<file path="src/rtl/SH7604_PKG.sv">
// rtl/SH7604_PKG.sv - shared register types, constants and helpers for the on-chip interrupt controller
package SH7604_PKG;

    typedef struct packed {
        logic [3:0] divu;
        logic [3:0] dmac;
        logic [3:0] wdt;
        logic [3:0] rsv;
    } IPRA_t;

    typedef struct packed {
        logic [3:0] sci;
        logic [3:0] frt;
        logic [7:0] rsv;
    } IPRB_t;

    typedef struct packed {
        logic       rsv_h;
        logic [6:0] vh;
        logic       rsv_l;
        logic [6:0] vl;
    } VCR_t;

    typedef struct packed {
        logic       nmil;
        logic [5:0] rsv_h;
        logic       nmie;
        logic [6:0] rsv_l;
        logic       vecmd;
    } ICR_t;

    typedef enum logic [3:0] {
        REG_NONE, REG_ICR, REG_IPRA, REG_VCRWDT, REG_IPRB,
        REG_VCRA, REG_VCRB, REG_VCRC, REG_VCRD
    } reg_sel_e;

    localparam logic [31:0] ICR_ADDR    = 32'hFFFFFEE0;
    localparam logic [31:0] IPRA_ADDR   = 32'hFFFFFEE2;
    localparam logic [31:0] VCRWDT_ADDR = 32'hFFFFFEE4;
    localparam logic [31:0] IPRB_ADDR   = 32'hFFFFFE60;
    localparam logic [31:0] VCRA_ADDR   = 32'hFFFFFE62;
    localparam logic [31:0] VCRB_ADDR   = 32'hFFFFFE64;
    localparam logic [31:0] VCRC_ADDR   = 32'hFFFFFE66;
    localparam logic [31:0] VCRD_ADDR   = 32'hFFFFFE68;

    localparam logic [15:0] IPRA_INIT  = 16'h0000;
    localparam logic [15:0] IPRB_INIT  = 16'h0000;
    localparam logic [15:0] VCR_INIT   = 16'h0000;
    localparam logic [15:0] ICR_INIT   = 16'h0000;

    // ICR[15] is the live pin level, so it is never stored
    localparam logic [15:0] ICR_WMASK  = 16'h0101;
    localparam logic [15:0] IPRA_WMASK = 16'hFFF0;
    localparam logic [15:0] IPRB_WMASK = 16'hFF00;
    localparam logic [15:0] VCR_WMASK  = 16'h7F7F;
    localparam logic [15:0] VCRD_WMASK = 16'h7F00;
    localparam logic [15:0] ICR_RMASK  = 16'h8101;

    localparam logic [7:0] NMI_VEC      = 8'd11;
    localparam logic [7:0] IRL_VEC_BASE = 8'd64;
    localparam logic [4:0] NMI_LVL      = 5'd16;

    localparam int NUM_SRC = 14;
    localparam int SRC_NMI = 0,  SRC_IRL = 1,  SRC_DIVU = 2, SRC_DMA0 = 3, SRC_DMA1 = 4;
    localparam int SRC_ITI = 5,  SRC_CMI = 6,  SRC_ERI = 7,  SRC_RXI = 8,  SRC_TXI = 9;
    localparam int SRC_TEI = 10, SRC_ICI = 11, SRC_OCI = 12, SRC_OVI = 13;

    function automatic reg_sel_e decode_addr(input logic [31:0] a);
        logic [31:0] h;
        h = {a[31:1], 1'b0};
        case (h)
            ICR_ADDR:    return REG_ICR;
            IPRA_ADDR:   return REG_IPRA;
            VCRWDT_ADDR: return REG_VCRWDT;
            IPRB_ADDR:   return REG_IPRB;
            VCRA_ADDR:   return REG_VCRA;
            VCRB_ADDR:   return REG_VCRB;
            VCRC_ADDR:   return REG_VCRC;
            VCRD_ADDR:   return REG_VCRD;
            default:     return REG_NONE;
        endcase
    endfunction

    function automatic logic [15:0] reg_write(input logic [15:0] cur, input logic [15:0] wd,
                                              input logic [15:0] mask, input logic [1:0] be);
        logic [15:0] m;
        m = mask & {{8{be[1]}}, {8{be[0]}}};
        return (cur & ~m) | (wd & m);
    endfunction

endpackage

</file>
<file path="src/rtl/intc_prio_arb.sv">
// rtl/intc_prio_arb.sv - combinational highest-level winner over the ordered source list
module intc_prio_arb
    import SH7604_PKG::*;
(
    input  logic [NUM_SRC-1:0]      src_act,
    input  logic [NUM_SRC-1:0][4:0] src_lvl,
    input  logic [NUM_SRC-1:0][7:0] src_vec,
    output logic                    req,
    output logic [4:0]              lvl,
    output logic [7:0]              vec
);

    logic [4:0] best_lvl;
    logic [7:0] best_vec;

    // Strict compare: on a tie the earlier (higher fixed priority) source keeps the win
    always_comb begin
        best_lvl = '0;
        best_vec = '0;
        for (int i = 0; i < NUM_SRC; i++) begin
            if (src_act[i] && (src_lvl[i] > best_lvl)) begin
                best_lvl = src_lvl[i];
                best_vec = src_vec[i];
            end
        end
    end

    assign req = (best_lvl != 5'd0);
    assign lvl = best_lvl;
    assign vec = best_vec;

endmodule

</file>
<file path="src/rtl/intc_onchip.sv">
// rtl/intc_onchip.sv - on-chip interrupt controller: registers, NMI edge detect, registered arbitration
module intc_onchip
    import SH7604_PKG::*;
(
    input  logic        CLK,
    input  logic        RST,
    input  logic        CE_R,
    input  logic        CE_F,
    input  logic        RES_N,
    input  logic [31:0] IBUS_A,
    input  logic [31:0] IBUS_DI,
    output logic [31:0] IBUS_DO,
    input  logic [3:0]  IBUS_BA,
    input  logic        IBUS_WE,
    input  logic        IBUS_REQ,
    output logic        IBUS_BUSY,
    output logic        IBUS_ACT,
    input  logic        NMI,
    input  logic [3:0]  IRL,
    input  logic        FRT_ICI,
    input  logic        FRT_OCIA,
    input  logic        FRT_OCIB,
    input  logic        FRT_OVI,
    input  logic        WDT_ITI,
    input  logic        BSC_CMI,
    input  logic        SCI_ERI,
    input  logic        SCI_RXI,
    input  logic        SCI_TXI,
    input  logic        SCI_TEI,
    input  logic        DIVU_IRQ,
    input  logic        DMA0_IRQ,
    input  logic        DMA1_IRQ,
    input  logic [7:0]  DIVU_VEC,
    input  logic [7:0]  DMA0_VEC,
    input  logic [7:0]  DMA1_VEC,
    input  logic        INT_ACK,
    output logic        INT_REQ,
    output logic [4:0]  INT_LVL,
    output logic [7:0]  INT_VEC,
    output logic        NMI_ACT
);

    IPRA_t    ipra;
    IPRB_t    iprb;
    ICR_t     icr;
    VCR_t     vcra, vcrb, vcrc, vcrd, vcrwdt;
    reg_sel_e reg_sel;
    logic        hit;
    logic [15:0] wdata, rdata;
    logic [1:0]  wbe;
    logic        nmi_prev, nmi_flag, nmi_edge;
    logic [3:0]  irl_lvl;
    logic [7:0]  irl_vec;
    logic [NUM_SRC-1:0]      src_act;
    logic [NUM_SRC-1:0][4:0] src_lvl;
    logic [NUM_SRC-1:0][7:0] src_vec;
    logic        arb_req;
    logic [4:0]  arb_lvl;
    logic [7:0]  arb_vec;

    assign IBUS_BUSY = 1'b0;
    assign reg_sel   = decode_addr(IBUS_A);
    assign hit       = IBUS_REQ && (reg_sel != REG_NONE);
    assign IBUS_ACT  = hit;
    // Halfword at A[1]=0 rides the upper data lanes, A[1]=1 the lower ones
    assign wdata     = IBUS_A[1] ? IBUS_DI[15:0] : IBUS_DI[31:16];
    assign wbe       = IBUS_A[1] ? IBUS_BA[1:0]  : IBUS_BA[3:2];

    always_comb begin
        rdata = 16'h0000;
        case (reg_sel)
            REG_ICR:    rdata = (icr | {NMI, 15'd0}) & ICR_RMASK;
            REG_IPRA:   rdata = ipra;
            REG_VCRWDT: rdata = vcrwdt;
            REG_IPRB:   rdata = iprb;
            REG_VCRA:   rdata = vcra;
            REG_VCRB:   rdata = vcrb;
            REG_VCRC:   rdata = vcrc;
            REG_VCRD:   rdata = vcrd;
            default:    rdata = 16'h0000;
        endcase
    end

    always_ff @(posedge CLK or posedge RST) begin
        if (RST) begin
            icr  <= ICR_INIT;   ipra <= IPRA_INIT;  iprb <= IPRB_INIT;
            vcra <= VCR_INIT;   vcrb <= VCR_INIT;   vcrc <= VCR_INIT;
            vcrd <= VCR_INIT;   vcrwdt <= VCR_INIT;
        end else if (CE_R) begin
            if (!RES_N) begin
                icr  <= ICR_INIT;   ipra <= IPRA_INIT;  iprb <= IPRB_INIT;
                vcra <= VCR_INIT;   vcrb <= VCR_INIT;   vcrc <= VCR_INIT;
                vcrd <= VCR_INIT;   vcrwdt <= VCR_INIT;
            end else if (hit && IBUS_WE) begin
                case (reg_sel)
                    REG_ICR:    icr    <= ICR_t'(reg_write(icr, wdata, ICR_WMASK, wbe));
                    REG_IPRA:   ipra   <= IPRA_t'(reg_write(ipra, wdata, IPRA_WMASK, wbe));
                    REG_VCRWDT: vcrwdt <= VCR_t'(reg_write(vcrwdt, wdata, VCR_WMASK, wbe));
                    REG_IPRB:   iprb   <= IPRB_t'(reg_write(iprb, wdata, IPRB_WMASK, wbe));
                    REG_VCRA:   vcra   <= VCR_t'(reg_write(vcra, wdata, VCR_WMASK, wbe));
                    REG_VCRB:   vcrb   <= VCR_t'(reg_write(vcrb, wdata, VCR_WMASK, wbe));
                    REG_VCRC:   vcrc   <= VCR_t'(reg_write(vcrc, wdata, VCR_WMASK, wbe));
                    REG_VCRD:   vcrd   <= VCR_t'(reg_write(vcrd, wdata, VCRD_WMASK, wbe));
                    default: ;
                endcase
            end
        end
    end

    always_ff @(posedge CLK or posedge RST) begin
        if (RST)
            IBUS_DO <= '0;
        else if (CE_F)
            IBUS_DO <= hit ? {rdata, rdata} : 32'd0;
    end

    assign nmi_edge = icr.nmie ? (NMI && !nmi_prev) : (!NMI && nmi_prev);

    // A fresh edge beats a simultaneous acknowledge so no NMI is lost
    always_ff @(posedge CLK or posedge RST) begin
        if (RST) begin
            nmi_prev <= 1'b0;
            nmi_flag <= 1'b0;
        end else if (CE_R) begin
            nmi_prev <= NMI;
            if (!RES_N)
                nmi_flag <= 1'b0;
            else if (nmi_edge)
                nmi_flag <= 1'b1;
            else if (INT_ACK && (INT_LVL == NMI_LVL))
                nmi_flag <= 1'b0;
        end
    end

    assign NMI_ACT = nmi_flag;
    assign irl_lvl = ~IRL;
    assign irl_vec = icr.vecmd ? (IRL_VEC_BASE + {4'd0, irl_lvl})
                               : (IRL_VEC_BASE + {5'd0, irl_lvl[3:1]});

    always_comb begin
        src_act = '0;
        src_lvl = '0;
        src_vec = '0;
        src_act[SRC_NMI]  = nmi_flag;  src_lvl[SRC_NMI]  = NMI_LVL;           src_vec[SRC_NMI]  = NMI_VEC;
        src_act[SRC_IRL]  = (IRL != 4'hF); src_lvl[SRC_IRL] = {1'b0, irl_lvl}; src_vec[SRC_IRL] = irl_vec;
        src_act[SRC_DIVU] = DIVU_IRQ;  src_lvl[SRC_DIVU] = {1'b0, ipra.divu}; src_vec[SRC_DIVU] = DIVU_VEC;
        src_act[SRC_DMA0] = DMA0_IRQ;  src_lvl[SRC_DMA0] = {1'b0, ipra.dmac}; src_vec[SRC_DMA0] = DMA0_VEC;
        src_act[SRC_DMA1] = DMA1_IRQ;  src_lvl[SRC_DMA1] = {1'b0, ipra.dmac}; src_vec[SRC_DMA1] = DMA1_VEC;
        src_act[SRC_ITI]  = WDT_ITI;   src_lvl[SRC_ITI]  = {1'b0, ipra.wdt};  src_vec[SRC_ITI]  = {1'b0, vcrwdt.vh};
        src_act[SRC_CMI]  = BSC_CMI;   src_lvl[SRC_CMI]  = {1'b0, ipra.wdt};  src_vec[SRC_CMI]  = {1'b0, vcrwdt.vl};
        src_act[SRC_ERI]  = SCI_ERI;   src_lvl[SRC_ERI]  = {1'b0, iprb.sci};  src_vec[SRC_ERI]  = {1'b0, vcra.vh};
        src_act[SRC_RXI]  = SCI_RXI;   src_lvl[SRC_RXI]  = {1'b0, iprb.sci};  src_vec[SRC_RXI]  = {1'b0, vcra.vl};
        src_act[SRC_TXI]  = SCI_TXI;   src_lvl[SRC_TXI]  = {1'b0, iprb.sci};  src_vec[SRC_TXI]  = {1'b0, vcrb.vh};
        src_act[SRC_TEI]  = SCI_TEI;   src_lvl[SRC_TEI]  = {1'b0, iprb.sci};  src_vec[SRC_TEI]  = {1'b0, vcrb.vl};
        src_act[SRC_ICI]  = FRT_ICI;   src_lvl[SRC_ICI]  = {1'b0, iprb.frt};  src_vec[SRC_ICI]  = {1'b0, vcrc.vh};
        src_act[SRC_OCI]  = FRT_OCIA || FRT_OCIB;
        src_lvl[SRC_OCI]  = {1'b0, iprb.frt};  src_vec[SRC_OCI]  = {1'b0, vcrc.vl};
        src_act[SRC_OVI]  = FRT_OVI;   src_lvl[SRC_OVI]  = {1'b0, iprb.frt};  src_vec[SRC_OVI]  = {1'b0, vcrd.vh};
    end

    intc_prio_arb u_arb (
        .src_act (src_act),
        .src_lvl (src_lvl),
        .src_vec (src_vec),
        .req     (arb_req),
        .lvl     (arb_lvl),
        .vec     (arb_vec)
    );

    // Outputs freeze for the acknowledge cycle so the CPU samples a stable level/vector
    always_ff @(posedge CLK or posedge RST) begin
        if (RST) begin
            INT_REQ <= 1'b0;
            INT_LVL <= '0;
            INT_VEC <= '0;
        end else if (CE_R) begin
            if (!RES_N) begin
                INT_REQ <= 1'b0;
                INT_LVL <= '0;
                INT_VEC <= '0;
            end else if (!INT_ACK) begin
                INT_REQ <= arb_req;
                INT_LVL <= arb_lvl;
                INT_VEC <= arb_vec;
            end
        end
    end

endmodule

</file>
<file path="config.mk">
export PLATFORM = sky130hd
export DESIGN_NAME = intc_onchip
export DESIGN_NICKNAME = d
export VERILOG_FILES = /design/src/rtl/SH7604_PKG.sv /design/src/rtl/intc_prio_arb.sv /design/src/rtl/intc_onchip.sv
export SDC_FILE = /design/constraint.sdc
export NUM_CORES = 1
export LEC_CHECK = 0
export BUFFER_PORTS_ARGS = -buffer_cell sky130_fd_sc_hd__buf_4
export CAP_MARGIN = 20
export CORE_ASPECT_RATIO = 1.25
export CORE_MARGIN = 8
export CORE_UTILIZATION = 60
export CTS_CLUSTER_SIZE = 12
export DETAILED_ROUTE_END_ITERATION = 6
export HOLD_SLACK_MARGIN = 0.02
export MAX_ROUTING_LAYER = met4
export PLACE_DENSITY = 0.87
export REMOVE_ABC_BUFFERS = 1
export SYNTH_ARGS = -nofsm -noshare
export SYNTH_HDL_FRONTEND = slang
export SYNTH_SLANG_ARGS = --single-unit
</file>
<file path="constraint.sdc">
create_clock -name CLK -period 45 [get_ports CLK]
set_input_delay 0 -clock CLK [delete_from_list [all_inputs] [get_ports CLK]]
set_output_delay 0 -clock CLK [all_outputs]
set_load 0.1 [all_outputs]
</file>
==> results by group, run 1 <==
Outcome
  – Status: completed

STA
  – Skew final: between 10 and 15 ps
  – Final-report hold violation count: 0
  – Max Slew Vio Count: 0
  – Crit path time final: ~24000 ps
  – Setup TNS: 0 ps
  – Max Freq: approximately 42 MHz
  – Worst-Margin Slew: ~1200 ps
  – Setup repair after global routing missed its margin: false
  – Setup violations, final: 0
  – Part of the cycle the worst path needs: 0.533
  – Slew headroom: 0.223

Route
  – Routed Antenna Nets: 0
  – Via count: 9226
  – Final WL: between 30 and 40 mm
  – DR iter-0 viols: 1137
  – Residual DRC: 0
  – Post-DR wirelength/cell: approximately 23 µm
  – DRT Pass-1 Iters: 6
  – Vias per cell: a little under 7

Die
  – Num ports: 167
  – Initial core utilization: 0.603
  – Die Span X: around 120 µm
  – Std cell rows: 50
  – Core area: 14800 µm²
  – Die ar.: roughly 19000 µm²
  – Die H: 152 µm

Layout
  – Commonest non-fill, non-tap cell in the layout: buf_4
  – Layout Nets: 1292
  – P&R area growth vs syn: 20.4%
  – Post-Route Utilization: 0.726
  – Diodes inserted: 0
  – Ratio of cells with drive above 1 in the final layout: 0.225
  – Commonest non-fill, non-tap cells in the layout: buf_4, dfrtp_1, nand2_1, nor2_1, a22o_1

Global route
  – Largest net degree at the start of global routing: 70
  – Grt ovf: 0
  – Total GRT Usage: 0.325
  – First-pass GRT wire length: 48.3 mm
  – Vias in the first global route: approximately 9200
  – Antenna violations before repair: 0

Yosys
  – YS warnings: 0
  – Yosys reg bits: ~120
  – Synth cell types: 95
  – Async SR Flop Fraction: 1.00
  – Cell area after synthesis: 8900 µm²
  – Register area share after synthesis: 0.329
  – Post-synthesis instance total: approximately 1000
  – Post-synth EDFFs: 0
  – Mean Syn Cell Area: 8.74 µm²
  – Most used flip-flop cell after synthesis: dfrtp_1

Pwr
  – Seq pwr share: 0.248
  – Power per cell area: between 40 and 50 nW/µm²
  – Switching Power: approximately 0.00018 W
  – Pleak: ~5 nW
  – Switching share of power: 0.405
  – Comb power frac: 0.460
  – P_int: about 0.00027 W
  – Clock Power Share: 0.291
  – IR Drop Worst-Case VDD: approximately 0.034 mV

Clock network
  – Post-CTS setup buffers: 0
  – Clk root buf: clkbuf_16
  – Clock Latency Late Sink: between 400 and 500 ps
  – H-tree levels: 4
  – CTS tree: yes
  – Num CTS Buffers: 17
  – CTS sink cnt: 117
  – Clock Path Buffers: 2
  – Worst-path clk slew: ~50 ps

Job
  – Max cap viols: 0

Setup path
  – Slowest CP cell: o32ai_4
  – Crit end category: flip-flop
  – CP dominant cell by count: ha_1
  – Largest fanout on the critical path: 21
  – Worst Setup Start Kind: flip-flop
  – CP arrival: approximately 24000 ps
  – Req. time, crit path: around 45000 ps
  – Delay of the slowest critical-path stage: 690 ps
  – Crit Path Category: reg -> reg

Placement
  – I/O Buffers: ~160
  – Hpwl dp: approximately 23 mm
  – RD Place Congestion: 0.962

Hold path
  – Worst min-delay path class: in -> reg
[metal layers]
metal / vias up / GRT usage / part of all wire
met5: - / - / 0
met4: 0 / 0.174 / 0.055
met3: 143 / 0.0525 / 0.085
met2: 612 / 0.543 / 0.49
met1: 4374 / 0.369 / 0.37
li1: 4097 / - / -
[area by class of cell]
type	count	area, µm²
clock buffers	23	478
clock inverters	8	100
fillers	1121	4040
inverters	44	168
multi-input cells	784	5430
flip-flops and latches	117	2930
well taps	182	228
repair buffers	182	1390
[critical path: cells and delay by family, from the launching register on]
kind | cells | cell delay [ps]
fa+ha+maj | 12 | 3210
compound gates | 41 | 11090
flops | 1 | 360
simple gates | 30 | 6130
buf+inv | 10 | 1660
mux | 4 | 1420
[synth_stat cells, types with 5 or more instances]
library cell / number / area (µm²)
a21oi_1: 57 / 285
mux2_2: 14 / 158
a222oi_1: 9 / 90.1
a21boi_0: 5 / 37.5
nor4_1: 6 / 37.5
o21ai_1: 11 / 55.1
or3_1: 5 / 31.3
inv_1: 44 / 165
o21ai_0: 52 / 260
a211oi_1: 5 / 37.5
nand2_1: 113 / 424
nor2b_1: 11 / 68.8
nand2b_1: 14 / 87.6
mux2i_1: 50 / 500
a31oi_1: 9 / 56.3
nor3_1: 13 / 65.1
nor2_1: 86 / 323
nand3_1: 19 / 95.1
clkbuf_1: 42 / 158
buf_4: 18 / 135
dfrtp_1: 117 / 2930
buf_2: 6 / 30.0
and3_1: 5 / 31.3
ha_1: 28 / 350
o2bb2ai_1: 5 / 43.8
nand4_1: 11 / 68.8
a221o_1: 7 / 70.1
o22ai_1: 20 / 125
a22oi_1: 11 / 82.6
o211ai_1: 9 / 67.6
a22o_1: 86 / 753
and2_1: 18 / 113
[per-stage QoR]
step	total power (W)	std cells	setup slack (ps)	instance area [µm²]	hold WS, ps
after global placement	0.000315	1299	21860	10000	118
after CTS	0.000451	1340	21430	10700	25.9
after global routing	0.000474	1340	19220	10700	60.4
after floorplan	0.000268	945	23680	8520	99.0
after detailed placement	0.000319	1299	21530	10000	114
final	0.000455	1340	21000	10700	37.8
[cell families (layout without fill, tap and decap cells)]
kind of cell	count (synthesis)	after routing	share of synthesized area
AOI/OAI and AO/OA	363	363	0.314
and+or+nand+nor	323	323	0.174
buffers and inverters	118	257	0.0615
DFF	117	117	0.329
muxes	65	65	0.0755
adders and majority gates	28	28	0.0393
xor gates and xnor gates	4	4	0.00646
other	1	1	0.000421
[worst paths after layout]
| check | start | endpoint | slack, ps | cells past startpoint |
|---|---|---|---|---|
| setup / recovery | NMI_ACT | INT_VEC[7] | 21000 | 97 |
| hold / removal | INT_ACK | INT_LVL[1] | 40 | 4 |
| setup reg to reg | NMI_ACT | INT_VEC[7] | 21000 | 97 |
| hold reg to reg | INT_LVL[4] | INT_LVL[4] | 510 | 2 |
| max in group asynchronous | RST | src_vec[44] | 43520 | 4 |
| min in group asynchronous | RST | IBUS_DO[17] | 210 | 3 |
[registers in the layout, summed over array words and instances (netlist names)]
signal,cells
INT_LVL,5
iprb,8
src_vec,63
IBUS_DO,16
ipra,12
nmi_prev,1
NMI_ACT,1
INT_VEC,8
icr,2
INT_REQ,1
[timing repair]
item,CTS,global route
gates resized for setup,0,0
hold endpoints to repair,67,0
hold buffers,10,0
[power groups by stage]
stage	Clock, W	Sequential [W]	Combinational [W]
after floorplan	0	0.000146	0.000122
after global placement	0	0.000115	0.000200
after detailed placement	0	0.000115	0.000205
after CTS	0.000132	0.000113	0.000206
after global routing	0.000136	0.000113	0.000224
final	0.000133	0.000113	0.000210
(Power assumes the default switching activity.)
==> run 2, diff against run 1 <==
- CORE_UTILIZATION: 60 -> 57
- PLACE_DENSITY: 0.87 -> 0.84
- clock period: 45 -> 24.6 ns (I/O delays scaled with it)
==> run 2 against run 1 <==
Compared with the run above: clock-buffer cell count is 5 lower; non-clock buffer count is 3 higher; sequential power increased by 83%; worst setup slack got worse by 19000 ps; core utilization fell by 2.3 points; routed wire length shrank 1.8%; via count fell by 1.1%; die area increased by 4.6%; critical endpoint unchanged; largest power group unchanged.
==> results by group, run 2 (same netlist as run 1, synthesis figures left out) <==
Clock network
  – Clock Path Buffers: 2
  – CTS sink cnt: 117
  – H-tree levels: 4
  – Worst-path clk slew: ~60 ps
  – Clk root buf: clkbuf_16
  – Clock Latency Late Sink: between 400 and 500 ps
  – Post-CTS setup buffers: 0
  – CTS tree: yes
  – Num CTS Buffers: 17

Outcome
  – Status: completed

Setup path
  – CP dominant cell by count: ha_1
  – Crit path depth: 95
  – CP arrival: 23440 ps
  – R2R setup slack: between 1500 and 2000 ps
  – R2R cell count: 95
  – Delay of the slowest critical-path stage: roughly 630 ps
  – Slowest CP cell: and2_1
  – Req. time, crit path: around 25000 ps
  – Top Family by Delay on Critical Path: compound AO/OA/AOI/OAI gates
  – Crit Path Category: reg -> reg
  – Crit end category: flip-flop
  – Largest fanout on the critical path: 20
  – Worst Setup Start Kind: flip-flop
  – CP Buf/Inv Count: 11

Pwr
  – Design Power: roughly 0.00086 W
  – Power per cell area: between 70 and 80 nW/µm²
  – IR Drop Worst-Case VDD: around 0.073 mV
  – Pleak: 4.99 nW

Placement
  – RD Place Congestion: between 0.9 and 1
  – Placed Area: slightly above 10000 µm²
  – I/O Buffers: approximately 160
  – Hpwl dp: 22.4 mm

Job
  – Max cap viols: 0

Global route
  – Grt ovf: 0
  – First-pass GRT wire length: 48.3 mm
  – Vias in the first global route: ~9000
  – Largest net degree at the start of global routing: 70
  – Antenna violations before repair: 0
  – Total GRT Usage: 0.317

Layout
  – Max FFs per register: 63
  – Fin area: ~11000 µm²
  – Ratio of cells with drive above 1 in the final layout: 0.231
  – Diodes inserted: 0
  – Commonest non-fill, non-tap cell in the layout: buf_4
  – Commonest non-fill, non-tap cells in the layout: buf_4, dfrtp_1, nand2_1, nor2_1, a22o_1
  – Layout Nets: between 1000 and 1500
  – Fill cell count: between 1000 and 1500
  – P&R area growth vs syn: 21.9%
  – Seq. cell area: between 2000 and 3000 µm²
  – Multi-input logic area: about 5400 µm²

STA
  – Setup repair after global routing missed its margin: false
  – Skew final: around 11 ps
  – Final-report hold violation count: 0
  – Slew headroom: 0.221
  – Part of the cycle the worst path needs: 0.938
  – Crit path time final: between 20000 and 25000 ps
  – Max Freq: about 43 MHz
  – Setup violations, final: 0
  – Max Slew Vio Count: 0
  – Worst-Margin Slew: roughly 1100 ps
  – Hold_ws: roughly 44 ps
  – Setup TNS: 0 ps

Hold path
  – Worst min-delay path class: in -> reg
  – Cells on Worst Hold Path: 4

Die
  – Num ports: approximately 170
  – Die ar.: approximately 20000 µm²
  – Std cell rows: 51
  – Initial core utilization: 0.577
  – Die H: 156 µm
  – Core area: around 15000 µm²
  – Die Span X: about 130 µm

Route
  – Routed Antenna Nets: 0
  – Final WL: roughly 30 mm
  – Post-DR wirelength/cell: ~22 µm
  – DRT Pass-1 Iters: 6
  – Via count: 9123
  – Vias per cell: 6.64
  – Residual DRC: 0
  – DR iter-0 viols: 988
## run 2: cell types whose count changed in the layout (fill, tap and decap cells not counted), sizes merged
cell and delta:
clkinvlp +2, dlygate4sd3 +1, inv +2, buf +2, bufinv +2, clkbuf -5
## run 2: area by class of cell
cell class / count / share of cell area
Clock inverter: 14 / 0.0184
Sequential cell: 117 / 0.270
Clock buffer: 18 / 0.0404
Timing Repair Buffer: 185 / 0.130
Inverter: 44 / 0.0154
Tap cell: 212 / 0.0244
Multi-Input combinational cell: 784 / 0.501
## run 2: what timing repair did
item	4_1_cts	5_1_grt
setup endpoints to repair	0	10
hold buffers	11	0
endpoints found under the hold margin	69	0
resized for setup	0	2
## run 2: per-layer routing
| layer | vias to the layer above | track usage | part of all wire |
|---|---|---|---|
| met1 | 4326 | 0.354 | 0.38 |
| met4 | 0 | 0.166 | 0.055 |
| met3 | 138 | 0.0554 | 0.076 |
| li1 | 4105 | - | - |
| met2 | 554 | 0.532 | 0.49 |
| met5 | - | - | 0 |
## run 2: stage by stage
stage	util	instances	setup slack, ps
floorplan	-	945	3280
detailed placement	0.654	1331	1470
global route	0.703	1374	65.7
finish	0.703	1374	1520
global placement	0.654	1331	2020
CTS	0.703	1374	1410
## run 2: where the power goes
part           leakage [nW]  internal (W)  total, W  switching (W)
clock network         0.303      0.000173  0.000266      0.0000930
registers              1.63      0.000201  0.000207     0.00000650
logic                  3.06      0.000139  0.000386       0.000247
total                  4.99      0.000513  0.000859       0.000347
## run 2: worst min-delay path: stages
cell	delay, ps
buf_4	120
nand3_1	90
a21boi_0	80
o21ai_0	130
## run 2: worst paths after layout
kind / endpoint / start
min in group asynchronous: IBUS_DO[27] / RST
setup reg to reg: INT_VEC[7] / NMI_ACT
hold / removal: NMI_ACT / INT_ACK
max in group asynchronous: iprb[15] / RST
setup / recovery: INT_VEC[7] / NMI_ACT
hold reg to reg: ipra[12] / ipra[12]
